--- src/rtl/cache_arbiter.sv ---
// cache_arbiter: round-robin arbiter sharing one cache between two CPU ports.
// Defining ARB_TIMEOUT_EN adds a watchdog on cache completion (TIMEOUT cycles).
module cache_arbiter #(
   parameter int unsigned TIMEOUT = 16
) (
   input  logic        clk,
   input  logic        reset,
   input  logic [21:0] p0_req,
   input  logic        p0_valid,
   input  logic [21:0] p1_req,
   input  logic        p1_valid,
   output logic        p0_ack,
   output logic        p1_ack,
   output logic [21:0] cache_req,
   output logic        cache_req_valid,
   input  logic        cache_done,
   input  logic [21:0] cache_data,
   output logic [21:0] resp_data,
   output logic        p0_resp_valid,
   output logic        p1_resp_valid,
   output logic        busy,
   output logic        err
);

   localparam int unsigned REQ_W = 22;

   typedef enum logic [1:0] {IDLE, ISSUE, WAIT, RESPOND} state_t;

   state_t           state_q, state_d;
   logic [REQ_W-1:0] req_q, req_d;
   logic             last_grant_q, last_grant_d;
   logic             p0_ack_q, p0_ack_d;
   logic             p1_ack_q, p1_ack_d;
   logic [REQ_W-1:0] cache_req_q, cache_req_d;
   logic             cache_req_valid_q, cache_req_valid_d;
   logic [REQ_W-1:0] resp_data_q, resp_data_d;
   logic             p0_resp_valid_q, p0_resp_valid_d;
   logic             p1_resp_valid_q, p1_resp_valid_d;
   logic             busy_q, busy_d;
   logic             err_q, err_d;
   logic             grant_c;
   logic             timeout_c;

`ifdef ARB_TIMEOUT_EN
   localparam int unsigned CNT_W = $clog2(TIMEOUT + 1);

   logic [CNT_W-1:0] cnt_q, cnt_d;

   // Watchdog counts WAIT cycles; cleared on the way into WAIT.
   always_comb begin
      cnt_d = cnt_q;
      if (state_q == ISSUE) begin
         cnt_d = '0;
      end else if (state_q == WAIT) begin
         cnt_d = cnt_q + CNT_W'(1);
      end
   end

   assign timeout_c = (state_q == WAIT) && (cnt_d == CNT_W'(TIMEOUT));

   always_ff @(posedge clk or negedge reset) begin
      if (!reset) begin
         cnt_q <= '0;
      end else begin
         cnt_q <= cnt_d;
      end
   end
`else
   assign timeout_c = 1'b0;
`endif

   // Next state and registered outputs; outputs trail the state by one cycle.
   always_comb begin
      state_d           = state_q;
      req_d             = req_q;
      last_grant_d      = last_grant_q;
      p0_ack_d          = 1'b0;
      p1_ack_d          = 1'b0;
      cache_req_d       = cache_req_q;
      cache_req_valid_d = 1'b0;
      resp_data_d       = resp_data_q;
      p0_resp_valid_d   = 1'b0;
      p1_resp_valid_d   = 1'b0;
      busy_d            = (state_q != IDLE);
      err_d             = err_q;
      grant_c           = 1'b0;

      case (state_q)
         IDLE: begin
            if (p0_valid || p1_valid) begin
               // Tie goes to the port that did not win last time.
               grant_c      = (p0_valid && p1_valid) ? ~last_grant_q : p1_valid;
               req_d        = grant_c ? p1_req : p0_req;
               req_d[21]    = grant_c;
               last_grant_d = grant_c;
               p0_ack_d     = ~grant_c;
               p1_ack_d     = grant_c;
               state_d      = ISSUE;
            end
         end
         ISSUE: begin
            cache_req_d       = req_q;
            cache_req_valid_d = 1'b1;
            state_d           = WAIT;
         end
         WAIT: begin
            if (cache_done) begin
               resp_data_d = cache_data;
               if (cache_data[21] != last_grant_q) begin
                  err_d = 1'b1;
               end
               state_d = RESPOND;
            end else if (timeout_c) begin
               resp_data_d = '0;
               err_d       = 1'b1;
               state_d     = RESPOND;
            end
         end
         RESPOND: begin
            p0_resp_valid_d = ~last_grant_q;
            p1_resp_valid_d = last_grant_q;
            state_d         = IDLE;
         end
         default: begin
            state_d = IDLE;
         end
      endcase

      if (cache_done && (state_q != WAIT)) begin
         err_d = 1'b1;
      end
   end

   always_ff @(posedge clk or negedge reset) begin
      if (!reset) begin
         state_q           <= IDLE;
         req_q             <= '0;
         last_grant_q      <= 1'b1;
         p0_ack_q          <= 1'b0;
         p1_ack_q          <= 1'b0;
         cache_req_q       <= '0;
         cache_req_valid_q <= 1'b0;
         resp_data_q       <= '0;
         p0_resp_valid_q   <= 1'b0;
         p1_resp_valid_q   <= 1'b0;
         busy_q            <= 1'b0;
         err_q             <= 1'b0;
      end else begin
         state_q           <= state_d;
         req_q             <= req_d;
         last_grant_q      <= last_grant_d;
         p0_ack_q          <= p0_ack_d;
         p1_ack_q          <= p1_ack_d;
         cache_req_q       <= cache_req_d;
         cache_req_valid_q <= cache_req_valid_d;
         resp_data_q       <= resp_data_d;
         p0_resp_valid_q   <= p0_resp_valid_d;
         p1_resp_valid_q   <= p1_resp_valid_d;
         busy_q            <= busy_d;
         err_q             <= err_d;
      end
   end

   assign p0_ack          = p0_ack_q;
   assign p1_ack          = p1_ack_q;
   assign cache_req       = cache_req_q;
   assign cache_req_valid = cache_req_valid_q;
   assign resp_data       = resp_data_q;
   assign p0_resp_valid   = p0_resp_valid_q;
   assign p1_resp_valid   = p1_resp_valid_q;
   assign busy            = busy_q;
   assign err             = err_q;

endmodule

--- config.mk ---
export PLATFORM = sky130hd
export DESIGN_NAME = cache_arbiter
export DESIGN_NICKNAME = d
export VERILOG_FILES = /design/src/rtl/cache_arbiter.sv
export SDC_FILE = /design/constraint.sdc
export NUM_CORES = 1
export LEC_CHECK = 0
export CAP_MARGIN = 15
export CORE_MARGIN = 2
export CORE_UTILIZATION = 47
export CTS_CLUSTER_DIAMETER = 30
export CTS_CLUSTER_SIZE = 25
export DETAILED_ROUTE_END_ITERATION = 8
export PLACE_DENSITY_LB_ADDON = 0.3
export RECOVER_POWER = 50
export SLEW_MARGIN = 20
export SYNTH_ARGS = -nofsm -noshare
export SYNTH_HDL_FRONTEND = slang
export SYNTH_SLANG_ARGS = --single-unit
--- constraint.sdc ---
create_clock -name clk -period 2.88 [get_ports clk]
set_input_delay 0.288 -clock clk [delete_from_list [all_inputs] [get_ports clk]]
set_output_delay 0.288 -clock clk [all_outputs]
set_load 0.03 [all_outputs]
==> results_dict.tcl, run 1 <==
set metrics [dict create \
    n_antenna_cell 0 \
    antenna_left 0 \
    hold_class "input pin to async pin" \
    die_area_um2 7329 \
    synth_top_area_share_pct 59.95 \
    cts.sinks 76 \
    crit_fanout 14 \
    netlist_area_um2 3131 \
    path_clk_slew_ns 0.08 \
    ys.flop_type "dfrtp_1" \
    grt_use_total_pct 18.81 \
    nets 438 \
    worstMarginPinSlew_ns 1.816 \
    p_sw_w 0.002025 \
    core_region_area_um2 6386 \
    p_seq_share_pct 35.5 \
    required_ns 3.10 \
    dp_cells 428 \
    internal-power_w 0.003234 \
    synthTopCellsByCount "dfrtp_1 (75), mux2_2 (45), a21oi_1 (28)" \
    via_per_inst 5.108 \
    initial_utilization_pct 49.02 \
    ios 122 \
    outcome "finished, violations left" \
    io_buffers 119 \
    end_kind "flop" \
    ys_top_cells_by_area "dfrtp_1 (60%), mux2_2 (16%), a21oi_1 (4.5%), a21oi_2 (3.1%), nand2_1 (2.8%)" \
    finalHoldViolations 0 \
    htree_levels 3 \
    grt_overflow_total 0 \
    syn_nets 318 \
    power.density_nw_per_um2 1164 \
    wl_per_cell_um 14.71 \
    postSynthAreaPerCell_um2 12.94 \
    dr.pass1.iters 4 \
    async_flop_share_pct 100.0 \
    p_leak_nw 1.909 \
    die_w_um 85.61 \
    drv_cap 1 \
    multi_input_area_um2 1115 \
    yosys_register_bits 76 \
    syn_inst 242 \
    cts_tree "built" \
    setup-tns-final_ns 0 \
    holdBufCountCts 0 \
    crit_arrival_ns 2.40 \
    place_area_um2 4340 \
    clk_latency_ns 0.34 \
    cts_root_buf "clkbuf_8" \
    clock_power_share_pct 14.3 \
    routed_wl_um 6532 \
    die_y_um 85.61 \
    syn_to_final_growth_pct 44.32 \
    post_cts_buffers 0 \
    whs_ns 0.4451 \
    drt_first_iter_violations 92 \
    yosysWarnings 0 \
    grt_pass1_vias 2311 \
    fmax_mhz 458.8 \
    num_rows 29 \
    dp_hpwl_um 4660 \
    fin_skew_ns 0.009064 \
    synthDistinctLibCells 25 \
    grt_pass1_wl_um 10770 \
    drc_errors 0 \
    cts_made_buffers 9 \
    synth_enable_flop_cells 0 \
    p_comb_share_pct 50.2 \
    grt_setup_unrepaired "false" \
    fin_crit_ns 2.180 \
    synth_top_cell_by_area "dfrtp_1" \
    seq_area_frac_synth_pct 60.79 \
    maxSlewHeadroom_pct -21.04 \
    layout-drive-gt1-share_pct 20.71 \
    seq_area_um2 1903 \
    critPathLaunchType "flop" \
    clock_path_buffers 2 \
    finalCritPeriodShare_pct 75.69 \
    finalInstanceArea_um2 4518 \
    num-fill-cells 486 \
    antenna_found_initial 0 \
    final_cells 444 \
    yosysMostFrequentCell "dfrtp_1" \
    violations "capacitance limit, slew limit" \
    path_class "flop to flop" \
    swShare_pct 38.50 \
    ctsResizeCount 0 \
    pre_cts_ws_ns 0.8396 \
    setup_viol 0 \
    vias 2268 \
    setup_slack_ns 0.7002 \
    routabilityCongestion 0.7588 \
    maxSlewViolCount 77 \
    ir_drop_uv 822.6 \
    grt_max_degree 77 \
]
[state kept, by name (all words and copies together), names as in the netlist, 2 cells and up]
register   count
state_q        2
resp_data     22
req_q         22
cache_req     22
[power by group through the flow]
stage | Combinational, W | Clock [W] | Sequential (W)
after global routing | 0.00284 | 0.000817 | 0.00193
after floorplan | 0.00104 | 0 | 0.00252
after global placement | 0.00264 | 0 | 0.00186
after CTS | 0.00269 | 0.000770 | 0.00187
after detailed placement | 0.00268 | 0 | 0.00189
final | 0.00264 | 0.000750 | 0.00187
[path summary, 6_finish.rpt]
kind	start	end	slack, ns	depth (start not counted)
min reg2reg	err$_DFFE_PN0P_	err$_DFFE_PN0P_	0.48	1
max reg2reg	state_q[1]$_DFFE_PN0P_	cache_req[3]$_DFFE_PN0P_	0.70	4
max	state_q[1]$_DFFE_PN0P_	cache_req[3]$_DFFE_PN0P_	0.70	4
max in group asynchronous	reset	req_q[1]$_DFFE_PN0P_	1.38	1
min in group clk	err$_DFFE_PN0P_	err$_DFFE_PN0P_	0.48	1
min	reset	cache_req[12]$_DFFE_PN0P_	0.45	1
[metrics by stage]
step	total power [W]	util, %
2_1_floorplan	0.003568	-
3_3_place_gp	0.004498	67.97
3_5_place_dp	0.004570	67.97
4_1_cts	0.005330	70.91
5_1_grt	0.005585	70.75
6_report	0.005259	70.75
[logic make-up (layout without fill, tap and decap cells)]
group	after synthesis	count (layout)	synth area share, %
flops	76	76	60.79
compound gates	50	50	10.91
simple gates	48	48	6.235
mux	45	45	16.19
buf+inv	17	142	3.597
fa+ha+maj	5	5	1.998
xor+xnor	1	1	0.2798
[critical path: stages (launching register included)]
cell and delay, ns:
dfrtp_1 0.43, inv_1 0.09, ha_1 0.46, clkbuf_1 0.67, mux2_2 0.41
[cells in the final DEF, fill, tap and decap left out]
| cell type | netlist | routed |
|---|---|---|
| mux2_2 | 45 | 45 |
| o32a_1 | 1 | 1 |
| dfstp_1 | 0 | 1 |
| nand2_1 | 23 | 23 |
| clkbuf_2 | 1 | 1 |
| a21boi_4 | 1 | 1 |
| dlygate4sd3_1 | 0 | 2 |
| and2_1 | 4 | 4 |
| o21a_1 | 1 | 1 |
| o21ai_2 | 1 | 1 |
| nor2_1 | 19 | 19 |
| inv_1 | 4 | 4 |
| clkbuf_8 | 0 | 12 |
| dfrtp_1 | 75 | 75 |
| o21ai_0 | 1 | 1 |
| ha_1 | 5 | 5 |
| buf_4 | 4 | 1 |
| clkdlybuf4s50_1 | 0 | 116 |
| a21oi_1 | 28 | 28 |
| inv_6 | 0 | 1 |
| a21bo_2 | 1 | 1 |
| a21o_1 | 2 | 2 |
| clkinv_2 | 0 | 2 |
| nor2b_1 | 2 | 2 |
| a21oi_2 | 11 | 11 |
| a221o_1 | 3 | 3 |
| xnor2_1 | 1 | 1 |
| clkbuf_1 | 0 | 3 |
[layout make-up]
class                      count  share of cell area, %
tap                           77                  2.132
multi-input combinational    149                  24.67
sequential                    76                  42.12
inverter                       4                 0.3323
clock buffer                  13                  3.739
timing repair buffer         122                  26.59
clock inverter                 3                 0.4154
[per-layer routing]
layer / track usage (%) / part of all wire, %
met1: 23.55 / 44
met2: 30.47 / 46
met3: 5.871 / 9.0
met4: 7.792 / 1.6
met5: 0 / 0
(Power assumes the default switching activity.)
==> run 2: changes to the inputs <==
Settings changed: CORE_UTILIZATION 47 to 43.
Clock period 2.88 ns to 2.24 ns, I/O delays scaled along.
==> run 2 against run 1 <==
Compared with the run above: the flow still finishes with violations (capacitance limit, slew limit); non-clock buffer count grew 2; core utilization shrank 6.3 points; global-route usage shrank 1.4 points; wire length grew 5.9%; register-to-register slack lost 0.33 ns; combinational power grew 30%; critical path type unchanged; highest routed layer unchanged.
==> results_dict.tcl, run 2 (synthesis results as in run 1) <==
set metrics [dict create \
    outcome "finished, violations left" \
    violations "capacitance limit, slew limit" \
    mostFrequentLayoutCells "clkdlybuf4s50_1 (118), dfrtp_1 (75), mux2_2 (45)" \
    num-fill-cells 562 \
    path_class "flop to flop" \
    crit_buf_inv 2 \
    finalCritPeriodShare_pct 83.50 \
    path_clk_slew_ns 0.07 \
    cpPeakStageDelay_ns 0.66 \
    num_rows 31 \
    routed_wl_um 6919 \
    die_w_um 89.33 \
    holdBufCountCts 0 \
    dp_cells 452 \
    maxSlewViolCount 77 \
    grt_pass1_wl_um 10420 \
    drv_cap 1 \
    setup_slack_ns 0.3696 \
    drt_first_iter_violations 90 \
    antenna_found_initial 0 \
    ios 122 \
    io_buffers 119 \
    critPathLaunchType "flop" \
    setup-tns-final_ns 0 \
    pre_cts_ws_ns 0.3354 \
    die_y_um 89.33 \
    grt_pass1_vias 2162 \
    post_cts_buffers 0 \
    busiest_layer "met2" \
    grt_setup_unrepaired "false" \
    worstMarginPinSlew_ns 1.847 \
    end_kind "flop" \
    grt_use_total_pct 17.44 \
    cts.sinks 76 \
    met3_usage_pct 5.725 \
    grtUsageMet1_pct 21.19 \
    antenna_left 0 \
    p_leak_nw 1.926 \
    routabilityCongestion 0.7784 \
    crit_fanout 15 \
    wl_per_cell_um 14.78 \
    syn_to_final_growth_pct 46.96 \
    cts_made_buffers 9 \
    drc_errors 0 \
    n_antenna_cell 0 \
    power.density_nw_per_um2 1520 \
    hold_class "input pin to async pin" \
    fin_skew_ns 0.005505 \
    path_delay_family "buffers and inverters" \
    initial_utilization_pct 43.86 \
    ir_drop_uv 729.2 \
    die_area_um2 7979 \
    finalHoldViolations 0 \
    via_per_inst 4.776 \
    cpMaxStageDelayCell "clkbuf_1" \
    cts_root_buf "clkbuf_8" \
    fmax_mhz 534.6 \
    grtUsageMet2_pct 28.48 \
    required_ns 2.46 \
    grt_max_degree 77 \
    final_cells 468 \
    maxSlewHeadroom_pct -23.11 \
    cts_tree "built" \
    dr.pass1.iters 4 \
    clock_path_buffers 2 \
    layout_commonest_cell "clkdlybuf4s50_1" \
    core_region_area_um2 7137 \
    vias 2235 \
    htree_levels 3 \
    fin_util_pct 64.46 \
    grt_overflow_total 0 \
    crit_arrival_ns 2.09 \
    dp_hpwl_um 4924 \
    ctsResizeCount 0 \
    crit_chain "inv_1, ha_1, clkbuf_1, mux2_2" \
    setup_viol 0 \
    layout-drive-gt1-share_pct 20.87 \
    nets 440 \
    clk_latency_ns 0.34 \
    fin_crit_ns 1.870 \
]
==> run 2: cell count changes in the layout (fill, tap and decap cells not counted), moves of 2 or more <==
cell | before | now
buf_4 | 1 | 3
clkinv_2 | 2 | 0
clkdlybuf4s50_1 | 116 | 118
dlygate4sd3_1 | 2 | 0
bufinv_16 | 0 | 2
==> run 2: metrics by stage <==
| step | total power (W) | hold WS (ns) | cell area (um2) |
|---|---|---|---|
| after floorplan | 0.004588 | -0.07159 | 3131 |
| after global placement | 0.005817 | 0.4265 | 4383 |
| after detailed placement | 0.005915 | 0.4303 | 4383 |
| after CTS | 0.007095 | 0.05397 | 4611 |
| after global routing | 0.007420 | 0.4306 | 4601 |
| final | 0.006991 | 0.3855 | 4601 |
==> run 2: routing by layer <==
layer,wire [um],vias up
met3,731,10
met4,96,0
met5,0,-
met2,3139,107
met1,2950,1050
li1,-,1068
==> run 2: final timing paths <==
kind	startpoint	endpoint	slack, ns	cells after the start
min in group clk	p0_req[4]	req_q[4]$_DFFE_PN0P_	0.43	3
hold reg to reg	err$_DFFE_PN0P_	err$_DFFE_PN0P_	0.46	1
max in group asynchronous	reset	cache_req[2]$_DFFE_PN0P_	0.76	1
setup reg to reg	state_q[1]$_DFFE_PN0P_	cache_req[1]$_DFFE_PN0P_	0.37	4
setup / recovery	state_q[1]$_DFFE_PN0P_	cache_req[1]$_DFFE_PN0P_	0.37	4
hold / removal	reset	resp_data[11]$_DFFE_PN0P_	0.39	1
==> run 2: cell type report <==
type                    count  area, um2  area share, %
clock buffers              13      158.9          3.454
repair buffers            124       1216          26.43
inverters                   4      15.01         0.3264
clock inverters             3      68.82          1.496
multi-input cells         149       1115          24.23
flip-flops and latches     76       1903          41.37
well taps                  99      123.9          2.692
==> run 2: where the power goes <==
part | internal (W) | leakage [nW] | total [W] | switching [W]
clock network | 0.000692 | 0.114 | 0.00117 | 0.000475
logic | 0.00162 | 0.931 | 0.00343 | 0.00181
registers | 0.00206 | 0.881 | 0.00240 | 0.000341
total | 0.00437 | 1.93 | 0.00699 | 0.00262
